--- src/rtl/rst_sequencer_pkg.sv ---
// Shared types and helpers for the reset sequencer: FSM state encoding,
// restart counter width and counter sizing functions.
package rst_sequencer_pkg;

  typedef enum logic [1:0] {
    HOLD    = 2'd0,
    STRETCH = 2'd1,
    RELEASE = 2'd2,
    RUN     = 2'd3
  } seq_state_t;

  localparam int RESTART_CNT_W = 8;

  // Bits needed to hold any value from 0 up to maxCount inclusive.
  function automatic int cntWidth(input int maxCount);
    return $clog2(maxCount + 1);
  endfunction

  function automatic int maxOf3(input int a, input int b, input int c);
    int m;
    m = a;
    if (b > m) m = b;
    if (c > m) m = c;
    return m;
  endfunction

endpackage

--- src/rtl/sync_debounce.sv ---
// Multi-flop synchroniser for an asynchronous input, followed by a counter
// debouncer that only accepts a new level after DEB_CYCLES stable samples.
module sync_debounce #(
  parameter int SYNC_STAGES = 2,
  parameter int DEB_CYCLES  = 65000
) (
  input  logic clk,
  input  logic rst,
  input  logic din,
  output logic dout_sync,
  output logic dout_deb
);
  import rst_sequencer_pkg::*;

  localparam int               DEB_W    = cntWidth(DEB_CYCLES);
  localparam logic [DEB_W-1:0] DEB_LAST = DEB_W'(DEB_CYCLES - 1);

  logic [SYNC_STAGES-1:0] r_sync;
  logic [DEB_W-1:0]       r_debCnt;
  logic                   r_debVal;

  always_ff @(posedge clk or posedge rst) begin
    if (rst) begin
      r_sync <= '0;
    end else begin
      r_sync <= {r_sync[SYNC_STAGES-2:0], din};
    end
  end

  // Any sample equal to the current debounced level restarts the count.
  always_ff @(posedge clk or posedge rst) begin
    if (rst) begin
      r_debCnt <= '0;
      r_debVal <= 1'b0;
    end else if (r_sync[SYNC_STAGES-1] == r_debVal) begin
      r_debCnt <= '0;
    end else if (r_debCnt == DEB_LAST) begin
      r_debCnt <= '0;
      r_debVal <= ~r_debVal;
    end else begin
      r_debCnt <= r_debCnt + DEB_W'(1);
    end
  end

  assign dout_sync = r_sync[SYNC_STAGES-1];
  assign dout_deb  = r_debVal;

endmodule

--- src/rtl/rst_sequencer.sv ---
// Power-on / reset sequencer: holds downstream domains in reset until PLL lock
// is stable and the button is released, then releases channels one by one.
module rst_sequencer #(
  parameter int N_OUT       = 4,
  parameter int STRETCH     = 16,
  parameter int STAGGER     = 8,
  parameter int SYNC_STAGES = 2,
  parameter int DEB_CYCLES  = 65000
) (
  input  logic                                        clk,
  input  logic                                        rst,
  input  logic                                        locked,
  input  logic                                        btn,
  output logic [N_OUT-1:0]                            rst_out,
  output logic                                        ready,
  output logic [rst_sequencer_pkg::RESTART_CNT_W-1:0] restart_cnt
);
  import rst_sequencer_pkg::*;

  localparam int CNT_W = cntWidth(maxOf3(STRETCH, STAGGER, DEB_CYCLES));
  localparam int IDX_W = cntWidth(N_OUT);

  localparam logic [CNT_W-1:0]         STRETCH_LAST = CNT_W'(STRETCH - 1);
  localparam logic [CNT_W-1:0]         STAGGER_LAST = CNT_W'(STAGGER - 1);
  localparam logic [IDX_W-1:0]         IDX_LAST     = IDX_W'(N_OUT - 1);
  localparam logic [RESTART_CNT_W-1:0] RC_MAX       = '1;

  logic w_lockedSync;
  logic w_btnDeb;
  logic w_unusedLockedDeb;
  logic w_unusedBtnSync;
  logic w_bad;

  seq_state_t               r_state;
  logic [CNT_W-1:0]         r_cnt;
  logic [IDX_W-1:0]         r_idx;
  logic [N_OUT-1:0]         r_rstOut;
  logic                     r_ready;
  logic [RESTART_CNT_W-1:0] r_restartCnt;

  seq_state_t               w_stateNext;
  logic [CNT_W-1:0]         w_cntNext;
  logic [IDX_W-1:0]         w_idxNext;
  logic [N_OUT-1:0]         w_rstOutNext;
  logic                     w_readyNext;
  logic [RESTART_CNT_W-1:0] w_restartCntNext;

  sync_debounce #(
    .SYNC_STAGES(SYNC_STAGES),
    .DEB_CYCLES (DEB_CYCLES)
  ) u_lockedSync (
    .clk      (clk),
    .rst      (rst),
    .din      (locked),
    .dout_sync(w_lockedSync),
    .dout_deb (w_unusedLockedDeb)
  );

  sync_debounce #(
    .SYNC_STAGES(SYNC_STAGES),
    .DEB_CYCLES (DEB_CYCLES)
  ) u_btnDebounce (
    .clk      (clk),
    .rst      (rst),
    .din      (btn),
    .dout_sync(w_unusedBtnSync),
    .dout_deb (w_btnDeb)
  );

  assign w_bad = !w_lockedSync || w_btnDeb;

  always_ff @(posedge clk or posedge rst) begin
    if (rst) begin
      r_state      <= HOLD;
      r_cnt        <= '0;
      r_idx        <= '0;
      r_rstOut     <= '1;
      r_ready      <= 1'b0;
      r_restartCnt <= '0;
    end else begin
      r_state      <= w_stateNext;
      r_cnt        <= w_cntNext;
      r_idx        <= w_idxNext;
      r_rstOut     <= w_rstOutNext;
      r_ready      <= w_readyNext;
      r_restartCnt <= w_restartCntNext;
    end
  end

  // Each channel bit lives in its own flop, so releases never glitch.
  always_comb begin
    w_stateNext      = r_state;
    w_cntNext        = r_cnt;
    w_idxNext        = r_idx;
    w_rstOutNext     = r_rstOut;
    w_restartCntNext = r_restartCnt;

    case (r_state)
      HOLD: begin
        w_rstOutNext = '1;
        w_cntNext    = '0;
        w_idxNext    = '0;
        if (!w_bad) begin
          w_stateNext = rst_sequencer_pkg::STRETCH;
        end
      end

      rst_sequencer_pkg::STRETCH: begin
        if (w_bad) begin
          w_stateNext = HOLD;
        end else if (r_cnt == STRETCH_LAST) begin
          w_stateNext     = RELEASE;
          w_cntNext       = '0;
          w_idxNext       = '0;
          w_rstOutNext[0] = 1'b0;
        end else begin
          w_cntNext = r_cnt + CNT_W'(1);
        end
      end

      RELEASE: begin
        if (w_bad) begin
          w_stateNext = HOLD;
        end else if (r_idx == IDX_LAST) begin
          w_stateNext = RUN;
        end else if (r_cnt == STAGGER_LAST) begin
          w_cntNext = '0;
          w_idxNext = r_idx + IDX_W'(1);
          for (int i = 0; i < N_OUT; i++) begin
            if (IDX_W'(i) == w_idxNext) w_rstOutNext[i] = 1'b0;
          end
        end else begin
          w_cntNext = r_cnt + CNT_W'(1);
        end
      end

      RUN: begin
        if (w_bad) begin
          w_stateNext = HOLD;
        end
      end

      default: begin
        w_stateNext = HOLD;
      end
    endcase

    // Leaving an active state for HOLD is a restart; staying in HOLD is not.
    if (r_state != HOLD && w_stateNext == HOLD) begin
      w_rstOutNext = '1;
      w_cntNext    = '0;
      w_idxNext    = '0;
      if (r_restartCnt != RC_MAX) begin
        w_restartCntNext = r_restartCnt + RESTART_CNT_W'(1);
      end
    end

    w_readyNext = (w_stateNext == RUN);
  end

  assign rst_out     = r_rstOut;
  assign ready       = r_ready;
  assign restart_cnt = r_restartCnt;

endmodule

--- config.mk ---
export PLATFORM = sky130hd
export DESIGN_NAME = rst_sequencer
export DESIGN_NICKNAME = d
export VERILOG_FILES = /design/src/rtl/rst_sequencer_pkg.sv /design/src/rtl/sync_debounce.sv /design/src/rtl/rst_sequencer.sv
export SDC_FILE = /design/constraint.sdc
export NUM_CORES = 1
export LEC_CHECK = 0
export ABC_AREA = 1
export ABC_CLOCK_PERIOD_IN_PS = 2800
export CORE_MARGIN = 5
export CORE_UTILIZATION = 25
export CTS_BUF_LIST = sky130_fd_sc_hd__clkbuf_4 sky130_fd_sc_hd__clkbuf_8
export DETAILED_ROUTE_END_ITERATION = 8
export GPL_ROUTABILITY_DRIVEN = 0
export PLACE_DENSITY = 0.41
export RECOVER_POWER = 50
export SLEW_MARGIN = 20
export SYNTH_ARGS = -nofsm -noshare
export SYNTH_HDL_FRONTEND = slang
export SYNTH_HIERARCHICAL = 1
export SYNTH_SLANG_ARGS = --single-unit
--- constraint.sdc ---
create_clock -name clk -period 2.8 [get_ports clk]
set_clock_uncertainty 0.05 [all_clocks]
set_input_delay 0.56 -clock clk [delete_from_list [all_inputs] [get_ports clk]]
set_output_delay 0.56 -clock clk [all_outputs]
set_load 0.02 [all_outputs]
Word-level counts from Yosys, hierarchy flattened
Cells that the tools add are included.
{"block": "word_totals", "inputBits": 4, "out_inout_bits": 13, "register_bits": 55, "word_cells": 93}
{"block": "classes", "muxes": 35, "n_addsub": 4, "n_reduce_logical": 17, "n_bitwise": 2, "eq_ne": 22}
{"operator": "$mux W16", "n": 8}
{"operator": "$pmux W16 S3", "n": 1}
{"operator": "$add A16 B1 Y16 const B", "n": 2}
{"operator": "$ne A3 B3 Y1 const B", "n": 9}
{"operator": "$mux W3", "n": 6}
{"operator": "$eq A16 B16 Y1 const B", "n": 1}
{"operator": "$eq A16 B3 Y1 const B", "n": 1}
{"operator": "$eq A16 B4 Y1 const B", "n": 1}
{"operator": "$mux W4", "n": 4}
{"operator": "$reduce_and A5 Y1", "n": 3}
{"operator": "$mux W2", "n": 6}
{"operator": "$pmux W3 S3", "n": 1}
{"operator": "$add A8 B1 Y8 const B", "n": 1}
{"operator": "$ne A8 B8 Y1 const B", "n": 1}
{"operator": "$pmux W2 S4", "n": 1}
{"operator": "$reduce_and A7 Y1", "n": 1}
{"operator": "$eq A2 B2 Y1 const B", "n": 3}
{"operator": "$eq A2 B3 Y1 const A", "n": 2}
{"operator": "$mux W1", "n": 6}
{"operator": "$pmux W3 S2", "n": 1}
{"operator": "$reduce_and A6 Y1", "n": 1}
{"operator": "$logic_not A2 Y1", "n": 2}
{"operator": "$reduce_and A2 Y1", "n": 2}
{"operator": "$reduce_and A4 Y1", "n": 1}
{"operator": "other kinds (14)", "n": 15}

Depth between registers and ports, before layout
Gate-level depths: netlist of run 1.
{"block": "logic_depth", "ltp_word": 8, "depth_mapped": 16, "ltp_nobuf": 16}

By module
Netlist of run 1, hierarchy kept.
{"mod": "rst_sequencer", "seq_area_each_um2": 855.8, "instances": 1, "area_each_um2": 2391.0, "cells_each": 316}
{"mod": "sync_debounce", "seq_area_each_um2": 475.5, "instances": 2, "area_each_um2": 993.5, "cells_each": 122}

Least setup slack after synthesis of run 1
No wires, ideal clock.
{"block": "synth_timing", "kind": "register to register", "from": "reg r_idx[0]", "to": "reg r_restartCnt[4], in the netlist restart_cnt[4]", "arrival_ns": 1.924, "required_time_ns": 2.627, "n_path_buf": 0, "slack_ns": 0.703, "synth_period_minus_slack_ns": 2.097, "path_stages_with_launch": 11, "setup_ns": 0.123, "path_cell_list": "dfrtp_1 ha_1 ha_1 o21ai_0 o21ai_0 a21oi_2 a21boi_2 nand2_1 inv_1 nand3_1 xor2_1"}
{"block": "synth_between", "elab_chain_len": 7}
{"item": "start: declaration", "line_no": "rst_sequencer.sv:36", "rtl": "logic [IDX_W-1:0] r_idx;"}
{"item": "start signal: assignment", "line_no": "rst_sequencer.sv:83", "rtl": "r_idx <= w_idxNext;"}
{"item": "$eq A3 B2 Y1", "line_no": "rst_sequencer.sv:124", "rtl": "end else if (r_idx == IDX_LAST) begin"}
{"item": "$mux W2", "line_no": "rst_sequencer.sv:124"}
{"item": "$mux W2", "line_no": "rst_sequencer.sv:122", "rtl": "if (w_bad) begin"}
{"item": "$pmux W2 S4", "line_no": "rst_sequencer.sv:98", "rtl": "case (r_state)"}
{"item": "$logic_not A2 Y1", "line_no": "rst_sequencer.sv:149", "rtl": "if (r_state != HOLD && w_stateNext == HOLD) begin"}
{"item": "$logic_and A1 B1 Y1", "line_no": "rst_sequencer.sv:149"}
{"item": "$reduce_and A2 Y1 (no line)"}
{"item": "end signal: assignment", "line_no": "rst_sequencer.sv:86", "rtl": "r_restartCnt <= w_restartCntNext;"}
{"item": "end: declaration", "line_no": "rst_sequencer.sv:39", "rtl": "logic [RESTART_CNT_W-1:0] r_restartCnt;"}
No other way between the ends.
A chain may end at the register's enable or synchronous reset.

Worst setup path in the final report of run 1
Ends and elaborated chain as after synthesis.

==> results.yml, run 1 <==
sta:
  setup_viol: 0
  hold_ws_ns: 0.317
  rsz0062_at_grt: "false"
  tns_ns: 0
  slew-limit-headroom_pct: 48.4
  fin_crit_sh_pct: 88.1
  finalCriticalPeriod_ns: 2.47
  tightestPinTransition_ns: 0.774
  hold_viol: 0
  fmax_mhz: 406
  slew_viol_final: 0
setup_path:
  end_kind: "flop"
  r2r_setup_slack_ns: 0.33
  cp.required_ns: 2.97
  worst_setup_path_start_kind: "flop"
  path_max_fanout: 6
  arrival_ns: 2.64
  path_class: "reg -> reg"
yosys:
  syn_nets: 458
  yosysWarnings: 6
  avgSynthCellArea_sq_um: 7.80
  syn_inst: 441
  synthesis.area_sq_um: 3440
clock_network:
  cts.path.max_buffers: 2
  cts_setup_buffers: 0
  clock-sinks: 55
  insertion_delay_ns: 0.32
  ctsHoldBuffers: 0
  clkSlewWorstSetupHoldPaths_ns: 0.11
  cts_buffers: 5
  htreeDepth: 2
  root_buffer: "clkbuf_8"
  cts_resized: 0
  cts_tree: "yes"
final_layout:
  final_util_pct: 29.3
  diodes: 0
  final_cells: 638
  area_growth_pct: 13.6
  drive_gt1_share_pct: 13.2
  n_fill_cell: 1483
  multi_input_area_sq_um: 1810
  seqCellArea_sq_um: 1380
  finalNetCount: 478
hold_path:
  hold_path.class: "reg -> reg"
power_and_ir_drop:
  swShare_pct: 47.9
  p_sw_w: 0.00141
  p_int_w: 0.00153
  irDropWorstVdd_v: 0.000327
  p_seq_share_pct: 34.0
  leakagePower_nw: 1.75
  comb_power_share_pct: 49.9
  clock_power_share_pct: 16.1
  power_density_nw_per_um2: 752
global_route:
  grt_start_max_net_pins: 29
  antenna_found_initial: 0
  grt_pass1_wl_mm: 13.7
  grt_pass1_vias: 2706
  grt_usage_pct: 10.3
  grt-ovfl-total: 0
floorplanning:
  fp-row-count: 42
  initial_core_util_pct: 25.8
  num_io_pins: 17
  die_y_um: 127
  die_w_um: 127
  die_area_sq_um: 16200
  core_area_sq_um: 13300
drt:
  drtPass1Iterations: 5
  routed_wl_mm: 8.03
  via_per_inst: 4.42
  dr_total_vias: 2817
  drc: 0
  routedWlPerCell_um: 12.6
  ant_nets: 0
  drtIter0Drc: 117
placement:
  dpl.hpwl_mm: 5.97
  portBuffers: 16
  dp_cells: 630
status:
  status: "completed"
run:
  drv_cap: 0
[worst paths after layout]
check	from	endpoint	cells after the start
min	u_lockedSync/r_sync[0]	u_lockedSync/r_sync[1]	0
max	r_idx[0]	restart_cnt[4]	10
min reg2reg	u_lockedSync/r_sync[0]	u_lockedSync/r_sync[1]	0
min in group asynchronous	rst	u_lockedSync/r_sync[0]	2
max in group asynchronous	rst	r_cnt[6]	3
max reg2reg	r_idx[0]	restart_cnt[4]	10
[through the flow]
stage | setup slack (ns) | total power, W | area (sq um)
2_1_floorplan | 0.703 | 0.00208 | 3440
3_3_place_gp | 0.346 | 0.00248 | 3810
3_5_place_dp | 0.273 | 0.00247 | 3810
4_1_cts | 0.223 | 0.00298 | 3900
5_1_grt | 0.0575 | 0.00319 | 3910
6_report | 0.334 | 0.00294 | 3910
[placed cells by master, fill, tap and decap left out, types with 2 or more instances in the layout]
master and count:
dfstp_2 4, o21ai_2 9, nor3_1 9, ha_1 12, nand2_2 11, o21bai_1 6, nand2_1 99, or2_2 2
xor2_1 16, nand3b_1 3, a21oi_1 10, o2111ai_1 5, inv_1 49, nor2_1 64, clkbuf_8 5, nor2_4 4
nand3_2 3, o21ai_1 5, nand3_1 26, dlygate4sd3_1 3, nor2_2 6, buf_4 5, dfrtp_1 51, clkdlybuf4s50_1 13
o21ai_0 10, xnor2_1 7, nand4_1 9, clkinv_4 3
[cell type report]
class | count | share of cell area, %
inverters | 51 | 5.03
clock inverters | 3 | 0.640
clock buffers | 5 | 1.76
repair buffers | 22 | 5.19
flip-flops and latches | 55 | 35.4
multi-input cells | 326 | 46.4
well taps | 176 | 5.64
[critical path: stages (launching register included)]
cell	delay (ns)
dfrtp_1	0.43
ha_1	0.23
ha_1	0.24
o21ai_0	0.18
o21ai_0	0.11
a21oi_2	0.20
a21boi_2	0.28
nand2_1	0.18
inv_1	0.20
nand3_1	0.11
xor2_1	0.15
[state kept, by name, indices dropped and copies added, names as in the netlist]
name                    flops
u_btnDebounce/r_sync        2
r_state                     2
ready                       1
r_idx                       3
u_lockedSync/r_sync         2
r_cnt                      16
u_btnDebounce/dout_deb      1
u_btnDebounce/r_debCnt     16
restart_cnt                 8
rst_out                     4
[layer usage]
metal / part of all wire, % / GRT usage (%) / routed length [um]
met5: 0 / 0 / 0
met4: 1.4 / 3.47 / 109
met3: 3.0 / 1.54 / 238
met2: 48 / 17.0 / 3810
met1: 48 / 13.7 / 3870
[power by group through the flow]
stage / logic (W) / registers, W / clock network (W)
finish: 0.00147 / 0.000998 / 0.000474
CTS: 0.00147 / 0.000997 / 0.000505
global route: 0.00164 / 0.00101 / 0.000539
detailed placement: 0.00146 / 0.00101 / 0
floorplan: 0.00103 / 0.00106 / 0
global placement: 0.00147 / 0.00101 / 0
Note: power is estimated with default switching activity, not from simulation.
==> run 2, diff against run 1 <==
--- a/config.mk
+++ b/config.mk
@@ -8,13 +8,12 @@
 export ABC_AREA = 1
 export ABC_CLOCK_PERIOD_IN_PS = 2800
 export CORE_MARGIN = 5
-export CORE_UTILIZATION = 25
+export CORE_UTILIZATION = 39
 export CTS_BUF_LIST = sky130_fd_sc_hd__clkbuf_4 sky130_fd_sc_hd__clkbuf_8
 export DETAILED_ROUTE_END_ITERATION = 8
 export GPL_ROUTABILITY_DRIVEN = 0
-export PLACE_DENSITY = 0.41
+export PLACE_DENSITY = 0.57
 export RECOVER_POWER = 50
-export SLEW_MARGIN = 20
 export SYNTH_ARGS = -nofsm -noshare
 export SYNTH_HDL_FRONTEND = slang
 export SYNTH_HIERARCHICAL = 1
==> run 2 against run 1 <==
  * Via count shrank 0.35%
  * Core utilization grew 15 points
  * Sequential share of layout area grew 0.98 points
  * Power shrank 2.9%
  * Wire length shrank 12%
  * Setup slack lost 0.029 ns
  * Critical path type unchanged
  * Largest power group unchanged
==> results.yml, run 2 (synthesized netlist as in run 1, its figures left out) <==
final_layout:
  final_util_pct: 44.0
  finalNetCount: 476
  diodes: 0
  final_common_cell: "nand2_1"
  most-common-layout-cells: "99 x nand2_1, 64 x nor2_1, 51 x dfrtp_1"
  seqCellArea_sq_um: 1380
  n_fill_cell: 904
  multi_input_area_sq_um: 1810
  drive_gt1_share_pct: 12.4
  area_growth_pct: 10.6
hold_path:
  hold_path.class: "reg -> reg"
  min_from: "u_btnDebounce/r_sync[0]"
drt:
  drc: 0
  dr_total_vias: 2807
  routedWlPerCell_um: 12.4
  via_per_inst: 4.94
  drtIter0Drc: 95
  ant_nets: 0
  routed_wl_mm: 7.06
  drtPass1Iterations: 4
global_route:
  grt_pass1_wl_mm: 12.5
  grt_usage_pct: 13.5
  grt_start_max_net_pins: 26
  grt-ovfl-total: 0
  antenna_found_initial: 0
  grt_pass1_vias: 2724
clock_network:
  root_buffer: "clkbuf_8"
  insertion_delay_ns: 0.31
  clkSlewWorstSetupHoldPaths_ns: 0.11
  htreeDepth: 2
  clock-sinks: 55
  cts_setup_buffers: 0
  cts.path.max_buffers: 2
  ctsHoldBuffers: 0
  cts_tree: "yes"
  cts_buffers: 5
sta:
  tightestPinTransition_ns: 1.27
  slew_viol_final: 0
  fmax_mhz: 401
  tns_ns: 0
  rsz0062_at_grt: "false"
  fin_crit_sh_pct: 89.1
  setup_viol: 0
  slew-limit-headroom_pct: 15.4
  finalCriticalPeriod_ns: 2.49
  hold_viol: 0
floorplanning:
  die_w_um: 104
  num_io_pins: 17
  die_area_sq_um: 10800
  fp-row-count: 34
  die_y_um: 104
  initial_core_util_pct: 39.8
  core_area_sq_um: 8640
power_and_ir_drop:
  leakagePower_nw: 1.74
  clock_power_share_pct: 16.1
  power_density_nw_per_um2: 750
  irDropWorstVdd_v: 0.000423
  p_seq_share_pct: 35.0
  p_sw_w: 0.00133
  comb_power_share_pct: 48.8
  p_int_w: 0.00152
  swShare_pct: 46.7
setup_path:
  arrival_ns: 2.64
  cp.required_ns: 2.94
  end_kind: "flop"
  timing.rr.start: "r_cnt[1]"
  cp-startpoint: "r_cnt[1]"
  reg2reg_depth: 14
  path_class: "reg -> reg"
  path_max_fanout: 25
  r2r_setup_slack_ns: 0.31
  r2r_end: "r_cnt[3]"
  worst_setup_path_start_kind: "flop"
  cp-endpoint: "r_cnt[3]"
placement:
  dpl.hpwl_mm: 5.30
  portBuffers: 16
run:
  drv_cap: 0
status:
  status: "completed"
run 2: cell type report:
type / count / area share [%]
inverters: 51 / 5.17
clock inverters: 3 / 0.625
flip-flops and latches: 55 / 36.3
multi-input cells: 326 / 47.6
repair buffers: 20 / 4.90
clock buffers: 5 / 1.81
well taps: 108 / 3.55
run 2: metal layers:
layer  vias to the layer above  wire length [um]  global-route usage (%)  part of all wire (%)
li1                       1449                 -                       -                     -
met5                         -                 0                       0                     0
met2                        44              3290                    22.3                    47
met4                         0               102                    4.35                   1.4
met1                      1306              3470                    17.9                    49
met3                         8               201                    2.67                   2.8
run 2: critical path, stage by stage (launching register included):
cell	delay, ns
dfrtp_1	0.41
ha_1	0.31
nand3_2	0.13
nor2_2	0.13
nand2_2	0.09
nand2_1	0.09
nand2_1	0.05
nand2_1	0.06
nand2_2	0.06
nand2_2	0.10
nand2_4	0.17
a21oi_4	0.29
nand2_8	0.19
inv_2	0.14
o21ai_0	0.08
run 2: worst min path at each step:
stage | to | slack [ns] | depth (start not counted)
after floorplan | u_lockedSync/r_sync[0] | 0.25 | 1
after global placement | u_btnDebounce/r_sync[1] | 0.28 | 0
after detailed placement | u_btnDebounce/r_sync[1] | 0.29 | 0
after CTS | u_btnDebounce/r_sync[1] | 0.32 | 0
after global routing | u_btnDebounce/r_sync[1] | 0.32 | 0
final | u_btnDebounce/r_sync[1] | 0.31 | 0
run 2: power groups by stage:
stage / Combinational, W / Clock, W / Sequential, W
after floorplan: 0.00103 / 0 / 0.00106
after global placement: 0.00138 / 0 / 0.00101
after detailed placement: 0.00139 / 0 / 0.00101
after CTS: 0.00140 / 0.000488 / 0.000999
after global routing: 0.00158 / 0.000518 / 0.00102
final: 0.00139 / 0.000460 / 0.000999
run 2: what timing repair did:
| action | CTS | global route |
|---|---|---|
| endpoints found under the hold margin | 0 | 0 |
| setup endpoints to repair | 0 | 4 |
| gates resized for setup | 0 | 1 |
run 2: through the flow:
step	worst slack (ns)	area [sq um]	total power, W	hold WS (ns)	instances
6_report	0.306	3800	0.00285	0.309	568
4_1_cts	0.258	3810	0.00289	0.316	568
3_5_place_dp	0.275	3720	0.00241	0.288	560
5_1_grt	0.0180	3800	0.00311	0.323	568
2_1_floorplan	0.703	3440	0.00208	0.251	441
3_3_place_gp	0.360	3720	0.00239	0.284	560
==> run 3, diff against run 2 <==
--- a/config.mk
+++ b/config.mk
@@ -10,6 +10,7 @@
 export CORE_MARGIN = 5
 export CORE_UTILIZATION = 39
 export CTS_BUF_LIST = sky130_fd_sc_hd__clkbuf_4 sky130_fd_sc_hd__clkbuf_8
+export CTS_CLUSTER_SIZE = 24
 export DETAILED_ROUTE_END_ITERATION = 8
 export GPL_ROUTABILITY_DRIVEN = 0
 export PLACE_DENSITY = 0.57
==> results of run 3 <==
Final layout, timing and power as in run 2 (identical DEF).
